### src/rtl/thee_clk_meas_sched.sv
// Round-robin clock measurement scheduler: grants one channel, settles 2 cycles, counts
// edge_pulse[sel] over WIN_CYCLES, then holds the result until it is accepted.
// Optional feature macro THEE_MEAS_SCHED_ABORT_EN: dropping req[sel] mid-window aborts it.
module thee_clk_meas_sched #(
    parameter int N_CH       = 4,
    parameter int WIN_CYCLES = 1024,
    parameter int CNT_W      = 16
) (
    input  logic                    clk,
    input  logic                    rst,
    input  logic [N_CH-1:0]         req,
    input  logic [N_CH-1:0]         edge_pulse,
    output logic [$clog2(N_CH)-1:0] sel,
    output logic                    busy,
    output logic                    res_valid,
    input  logic                    res_ready,
    output logic [$clog2(N_CH)-1:0] res_ch,
    output logic [CNT_W-1:0]        res_count,
    output logic                    res_ovf
);
    localparam int SW = $clog2(N_CH);
    localparam int TW = $clog2(WIN_CYCLES + 2);
    localparam logic [TW-1:0]    SETTLE_LAST = TW'(1);
    localparam logic [TW-1:0]    WIN_LAST    = TW'(WIN_CYCLES - 1);
    localparam logic [CNT_W-1:0] CNT_MAX     = {CNT_W{1'b1}};
    localparam logic [SW-1:0]    LAST_RST    = SW'(N_CH - 1);

    typedef enum logic [1:0] {
        IDLE    = 2'd0,
        SETTLE  = 2'd1,
        MEASURE = 2'd2,
        REPORT  = 2'd3
    } state_t;

    state_t            state_r;
    state_t            state_nx_s;
    logic [TW-1:0]     timer_r;
    logic [CNT_W-1:0]  count_r;
    logic              ovf_r;
    logic [SW-1:0]     last_r;
    logic [SW-1:0]     sel_r;
    logic [SW-1:0]     res_ch_r;
    logic              busy_r;
    logic              valid_r;
    logic              busy_nx_s;
    logic              valid_nx_s;
    logic              gnt_found_s;
    logic [SW-1:0]     gnt_idx_s;
    logic [SW-1:0]     cand_s;
    logic              hit_s;
    logic              grant_s;
    logic              abort_s;

`ifdef THEE_MEAS_SCHED_ABORT_EN
    assign abort_s = ~req[sel_r];
`else
    assign abort_s = 1'b0;
`endif

    // Round-robin search starting one past the last served channel
    always_comb begin
        gnt_found_s = 1'b0;
        gnt_idx_s   = '0;
        cand_s      = '0;
        hit_s       = 1'b0;
        for (int i = 1; i <= N_CH; i++) begin
            cand_s      = SW'((int'(last_r) + i) % N_CH);
            hit_s       = ~gnt_found_s & req[cand_s];
            gnt_idx_s   = hit_s ? cand_s : gnt_idx_s;
            gnt_found_s = gnt_found_s | hit_s;
        end
    end

    assign grant_s = (state_r == IDLE) && gnt_found_s;

    // State register
    always_ff @(posedge clk) begin
        if (rst) begin
            state_r <= IDLE;
        end else begin
            state_r <= state_nx_s;
        end
    end

    // Next-state logic
    always_comb begin
        state_nx_s = state_r;
        case (state_r)
            IDLE:    state_nx_s = gnt_found_s ? SETTLE : IDLE;
            SETTLE:  state_nx_s = abort_s ? IDLE : ((timer_r == SETTLE_LAST) ? MEASURE : SETTLE);
            MEASURE: state_nx_s = abort_s ? IDLE : ((timer_r == WIN_LAST) ? REPORT : MEASURE);
            REPORT:  state_nx_s = res_ready ? IDLE : REPORT;
            default: state_nx_s = IDLE;
        endcase
    end

    // Output decode of the upcoming state, registered below
    always_comb begin
        busy_nx_s  = (state_nx_s != IDLE);
        valid_nx_s = (state_nx_s == REPORT);
    end

    // Registered status outputs
    always_ff @(posedge clk) begin
        if (rst) begin
            busy_r  <= 1'b0;
            valid_r <= 1'b0;
        end else begin
            busy_r  <= busy_nx_s;
            valid_r <= valid_nx_s;
        end
    end

    // Phase timer: restarts on every state change
    always_ff @(posedge clk) begin
        if (rst) begin
            timer_r <= '0;
        end else if (state_nx_s != state_r) begin
            timer_r <= '0;
        end else if (state_r == SETTLE || state_r == MEASURE) begin
            timer_r <= timer_r + TW'(1);
        end else begin
            timer_r <= timer_r;
        end
    end

    // Grant bookkeeping; last_r moves on any return to IDLE (handshake or abort)
    always_ff @(posedge clk) begin
        if (rst) begin
            sel_r    <= '0;
            last_r   <= LAST_RST;
            res_ch_r <= '0;
        end else begin
            if (grant_s) begin
                sel_r <= gnt_idx_s;
            end
            if (state_r != IDLE && state_nx_s == IDLE) begin
                last_r <= sel_r;
            end
            if (state_r == MEASURE && state_nx_s == REPORT) begin
                res_ch_r <= sel_r;
            end
        end
    end

    // Saturating edge counter; SETTLE entry clears it so settle-time pulses never count
    always_ff @(posedge clk) begin
        if (rst) begin
            count_r <= '0;
            ovf_r   <= 1'b0;
        end else if (grant_s) begin
            count_r <= '0;
            ovf_r   <= 1'b0;
        end else if (state_r == MEASURE && edge_pulse[sel_r]) begin
            if (count_r == CNT_MAX) begin
                ovf_r <= 1'b1;
            end else begin
                count_r <= count_r + CNT_W'(1);
            end
        end
    end

    assign sel       = sel_r;
    assign busy      = busy_r;
    assign res_valid = valid_r;
    assign res_ch    = res_ch_r;
    assign res_count = count_r;
    assign res_ovf   = ovf_r;

endmodule

### config.mk
export PLATFORM = sky130hd
export DESIGN_NAME = thee_clk_meas_sched
export DESIGN_NICKNAME = d
export VERILOG_FILES = /design/src/rtl/thee_clk_meas_sched.sv
export SDC_FILE = /design/constraint.sdc
export NUM_CORES = 1
export LEC_CHECK = 0
export ABC_AREA = 1
export CAP_MARGIN = 5
export CORE_MARGIN = 3
export CORE_UTILIZATION = 54
export CTS_BUF_LIST = sky130_fd_sc_hd__clkbuf_4
export CTS_CLUSTER_DIAMETER = 60
export DETAILED_ROUTE_END_ITERATION = 6
export PLACE_DENSITY_LB_ADDON = 0.2
export SLEW_MARGIN = 25
export SYNTH_ARGS = -nofsm -noshare
export SYNTH_HDL_FRONTEND = slang
export SYNTH_SLANG_ARGS = --single-unit
### constraint.sdc
create_clock -name clk -period 2.3 [get_ports clk]
set_input_delay 0.46 -clock clk [delete_from_list [all_inputs] [get_ports clk]]
set_output_delay 0.46 -clock clk [all_outputs]
set_load 0.02 [all_outputs]
==> impl_metrics.json <==
{
  "ctsRootBufferMaster": "sky130_fd_sc_hd__clkbuf_4",
  "cts_hold_buffers": 0,
  "detailedRoute.firstIterationViolations": 113,
  "htreeDepth": 2,
  "required_ns": 1.84,
  "crit_cells": 1,
  "layout-drive-gt1-share_pct": 10.67,
  "most_common_library_cell_in_the_layout_ignoring_fill_and_taps": "sky130_fd_sc_hd__nand2_1",
  "drt_first_pass_iters": 5,
  "rows": 23,
  "ff_latch_area_um2": 760.7,
  "yosysTopAreaCellShare_pct": 33.08,
  "maximum_number_of_pins_on_one_net_before_global_route_repair": 18,
  "fin_util_pct": 68.05,
  "area.growth.synth_to_final_pct": 20.08,
  "main_area_contributors_after_synthesis": "sky130_fd_sc_hd__dfxtp_1 (33%), sky130_fd_sc_hd__nand2_1 (14%), sky130_fd_sc_hd__inv_1 (7.5%), sky130_fd_sc_hd__nor2_1 (5.2%), sky130_fd_sc_hd__a21oi_1 (4.4%)",
  "internal_reg_to_reg_setup_slack_ns": 0.40,
  "syn-mean-instance-area_um2": 6.865,
  "ys_ff_latch": 38,
  "top_level_ports": 34,
  "netlist-cell-type-count": 30,
  "stdcell_count": 425,
  "cts_resized": 0,
  "vias_in_the_first_global_route": 1914,
  "antenna-diode-count": 0,
  "synth_fp_nets": 353,
  "status": "finished clean",
  "grt_antenna_before_repair": 0,
  "finalSetupViolCount": 0,
  "worstReg2RegEnd": "timer_r[9]",
  "ir_worst_vdd_mv": 0.4430,
  "nFillCells": 355,
  "fin_setup_tns_ns": 0,
  "yosys_warnings": 0,
  "cp_cell_sequence": "clkdlybuf4s50_1",
  "numClockSinks": 38,
  "critical_path_buf_inv_count": 1,
  "grt_overflow_total": 0,
  "relSlewSlack_pct": 72.48,
  "mostFrequentLayoutCells": "sky130_fd_sc_hd__nand2_1 (83), sky130_fd_sc_hd__inv_1 (46), sky130_fd_sc_hd__dfxtp_1 (38)",
  "place.gp.congestion": 0.8781,
  "cp_data_arrival_time_ns": 1.45,
  "layout_min_cycle_time_ns": 1.906,
  "cts_buffers": 5,
  "routed_via_density": 5.132,
  "path_delay_family": "buffers and inverters",
  "worst-setup-path-type": "flop to primary output",
  "multi_input_comb_area_um2": 1305,
  "skew_ns": 0.01133,
  "remaining_drc_errors": 0,
  "syn_area_um2": 2300,
  "final_antenna_net_count": 0,
  "slowest_stage": "sky130_fd_sc_hd__clkdlybuf4s50_1",
  "die_y_um": 71.26,
  "clk_pin_slew_ns": 0.12,
  "totalWireLength_um": 4839,
  "cts_tree": "built",
  "cap_viol_max_count": 0,
  "crit_start": "res_count[10]",
  "clk_latency_worst_skew_pair_ns": 0.35,
  "regToRegStartpoint": "state_r[0]",
  "crit_path_start_kind": "flop",
  "rsz0062_at_grt": "no",
  "p_per_area_nw_per_um2": 699.7,
  "reg2reg_depth": 9,
  "wl_per_cell_um": 11.39,
  "tightestPinTransition_ns": 0.4122,
  "layout.nets": 392,
  "floorplan.initialDensity_pct": 56.68,
  "place_inst": 417,
  "synthesis.instances": 335,
  "dieArea_um2": 5078,
  "dieWidth_um": 71.26,
  "cts-root-to-sink-buffers": 2,
  "placeableCoreArea_um2": 4058,
  "gr-usage-all-layers_pct": 19.68,
  "critPathCapture": "res_count[10]",
  "hold_viol_final": 0,
  "totalPowerFinal_uw": 1932,
  "holdCritPathClass": "flop to flop",
  "synth.largest_area_cell": "sky130_fd_sc_hd__dfxtp_1",
  "max_freq_ghz": 0.5248,
  "crit_path_max_fanout": 6,
  "route.vias.total": 2181,
  "period_utilization_post_route_pct": 82.85,
  "grt_pass1_wl_um": 8217,
  "max_stage_delay_ns": 0.64,
  "setup.worst_path.end_class": "primary output",
  "hpwl_reported_at_the_end_of_detailed_placement_um": 3687,
  "yosysSeqAreaShare_pct": 33.08,
  "slew_violations": 0,
  "final_setup_margin_ns": 0.3944,
  "number_of_buffer_cells_added_on_primary_ports": 33,
  "post_cts_buffers": 0,
  "power.leakage_uw": 0.001036,
  "pre_cts_ws_ns": 0.1473
}
cell families after synthesis:
group | after synthesis | synth area share (%)
AO/OA/AOI/OAI | 36 | 8.542
buffers and inverters | 55 | 10.17
AND/OR/NAND/NOR | 183 | 38.30
XOR/XNOR | 16 | 6.093
adder cells (fa/ha/maj) | 7 | 3.808
flip-flops | 38 | 33.08
where the power goes:
| group | internal [uW] | leakage (uW) | total, uW | switching (uW) |
|---|---|---|---|---|
| combinational | 258 | 0.000691 | 697 | 439 |
| sequential | 706 | 0.000308 | 773 | 67.1 |
| clock | 228 | 0.0000374 | 462 | 234 |
| total | 1190 | 0.00104 | 1930 | 740 |
sequential cells by signal, summed over array words and instances, names as in the netlist:
signal / count
state_r: 2
res_valid: 1
last_r: 2
sel: 2
res_ovf: 1
timer_r: 11
res_count: 16
busy: 1
res_ch: 2
synthesized netlist by cell type:
| master | count |
|---|---|
| sky130_fd_sc_hd__nand2_1 | 83 |
| sky130_fd_sc_hd__inv_1 | 46 |
| sky130_fd_sc_hd__dfxtp_1 | 38 |
| sky130_fd_sc_hd__nor2_1 | 32 |
| sky130_fd_sc_hd__a21oi_1 | 20 |
| sky130_fd_sc_hd__nand3_1 | 20 |
| sky130_fd_sc_hd__nor3_1 | 12 |
| sky130_fd_sc_hd__o21ai_0 | 10 |
| sky130_fd_sc_hd__xor2_1 | 10 |
| sky130_fd_sc_hd__nor2_2 | 9 |
| sky130_fd_sc_hd__ha_1 | 7 |
| sky130_fd_sc_hd__nand2_4 | 6 |
| sky130_fd_sc_hd__xnor2_1 | 6 |
| sky130_fd_sc_hd__nand2_2 | 5 |
| sky130_fd_sc_hd__nand3b_1 | 4 |
| sky130_fd_sc_hd__nand4_1 | 4 |
| sky130_fd_sc_hd__o211ai_1 | 4 |
| sky130_fd_sc_hd__buf_6 | 3 |
| sky130_fd_sc_hd__buf_2 | 2 |
| sky130_fd_sc_hd__inv_2 | 2 |
| sky130_fd_sc_hd__nand3_2 | 2 |
| sky130_fd_sc_hd__nor3b_1 | 2 |
| sky130_fd_sc_hd__a21boi_1 | 1 |
| sky130_fd_sc_hd__clkinv_1 | 1 |
| sky130_fd_sc_hd__inv_4 | 1 |
| sky130_fd_sc_hd__nor2_4 | 1 |
| sky130_fd_sc_hd__nor2_8 | 1 |
| sky130_fd_sc_hd__nor4_1 | 1 |
| sky130_fd_sc_hd__o21ai_2 | 1 |
| sky130_fd_sc_hd__or2_1 | 1 |
tightest hold or removal path, cell delays in order (launching register included):
cell and delay [ns]:
sky130_fd_sc_hd__dfxtp_1 0.33, sky130_fd_sc_hd__inv_1 0.05, sky130_fd_sc_hd__a21oi_1 0.05
per-stage QoR:
stage               hold WS [ns]  instance area (um^2)
floorplan                 0.5195                  2300
global placement          0.4345                  2679
detailed placement        0.4461                  2679
CTS                       0.4644                  2761
global route              0.5001                  2761
finish                    0.4580                  2761
worst min-delay path by stage:
stage,start,endpoint,slack (ns),cells past startpoint
floorplan,res_ovf,res_ovf,0.52,2
global placement,res_ch[1],res_ch[1],0.43,2
detailed placement,res_ovf,res_ovf,0.45,2
CTS,res_ch[1],res_ch[1],0.46,2
global route,res_ch[1],res_ch[1],0.50,2
finish,res_ch[1],res_ch[1],0.46,2
final cells by class:
type,instances,area share (%)
Multi-Input combinational cell,242,47.26
Sequential cell,38,27.55
Inverter,50,6.887
Clock inverter,3,1.631
Tap cell,50,2.266
Clock buffer,5,1.359
Timing Repair Buffer,37,13.05
routing by layer:
layer / track usage [%] / up-vias / part of all wire [%]
met3: 4.488 / 7 / 4.7
met5: 0 / - / 0
met2: 31.63 / 46 / 47
met1: 26.25 / 991 / 47
met4: 6.263 / 0 / 1.2
li1: - / 1137 / -
Power figures use the tool's default switching activity.
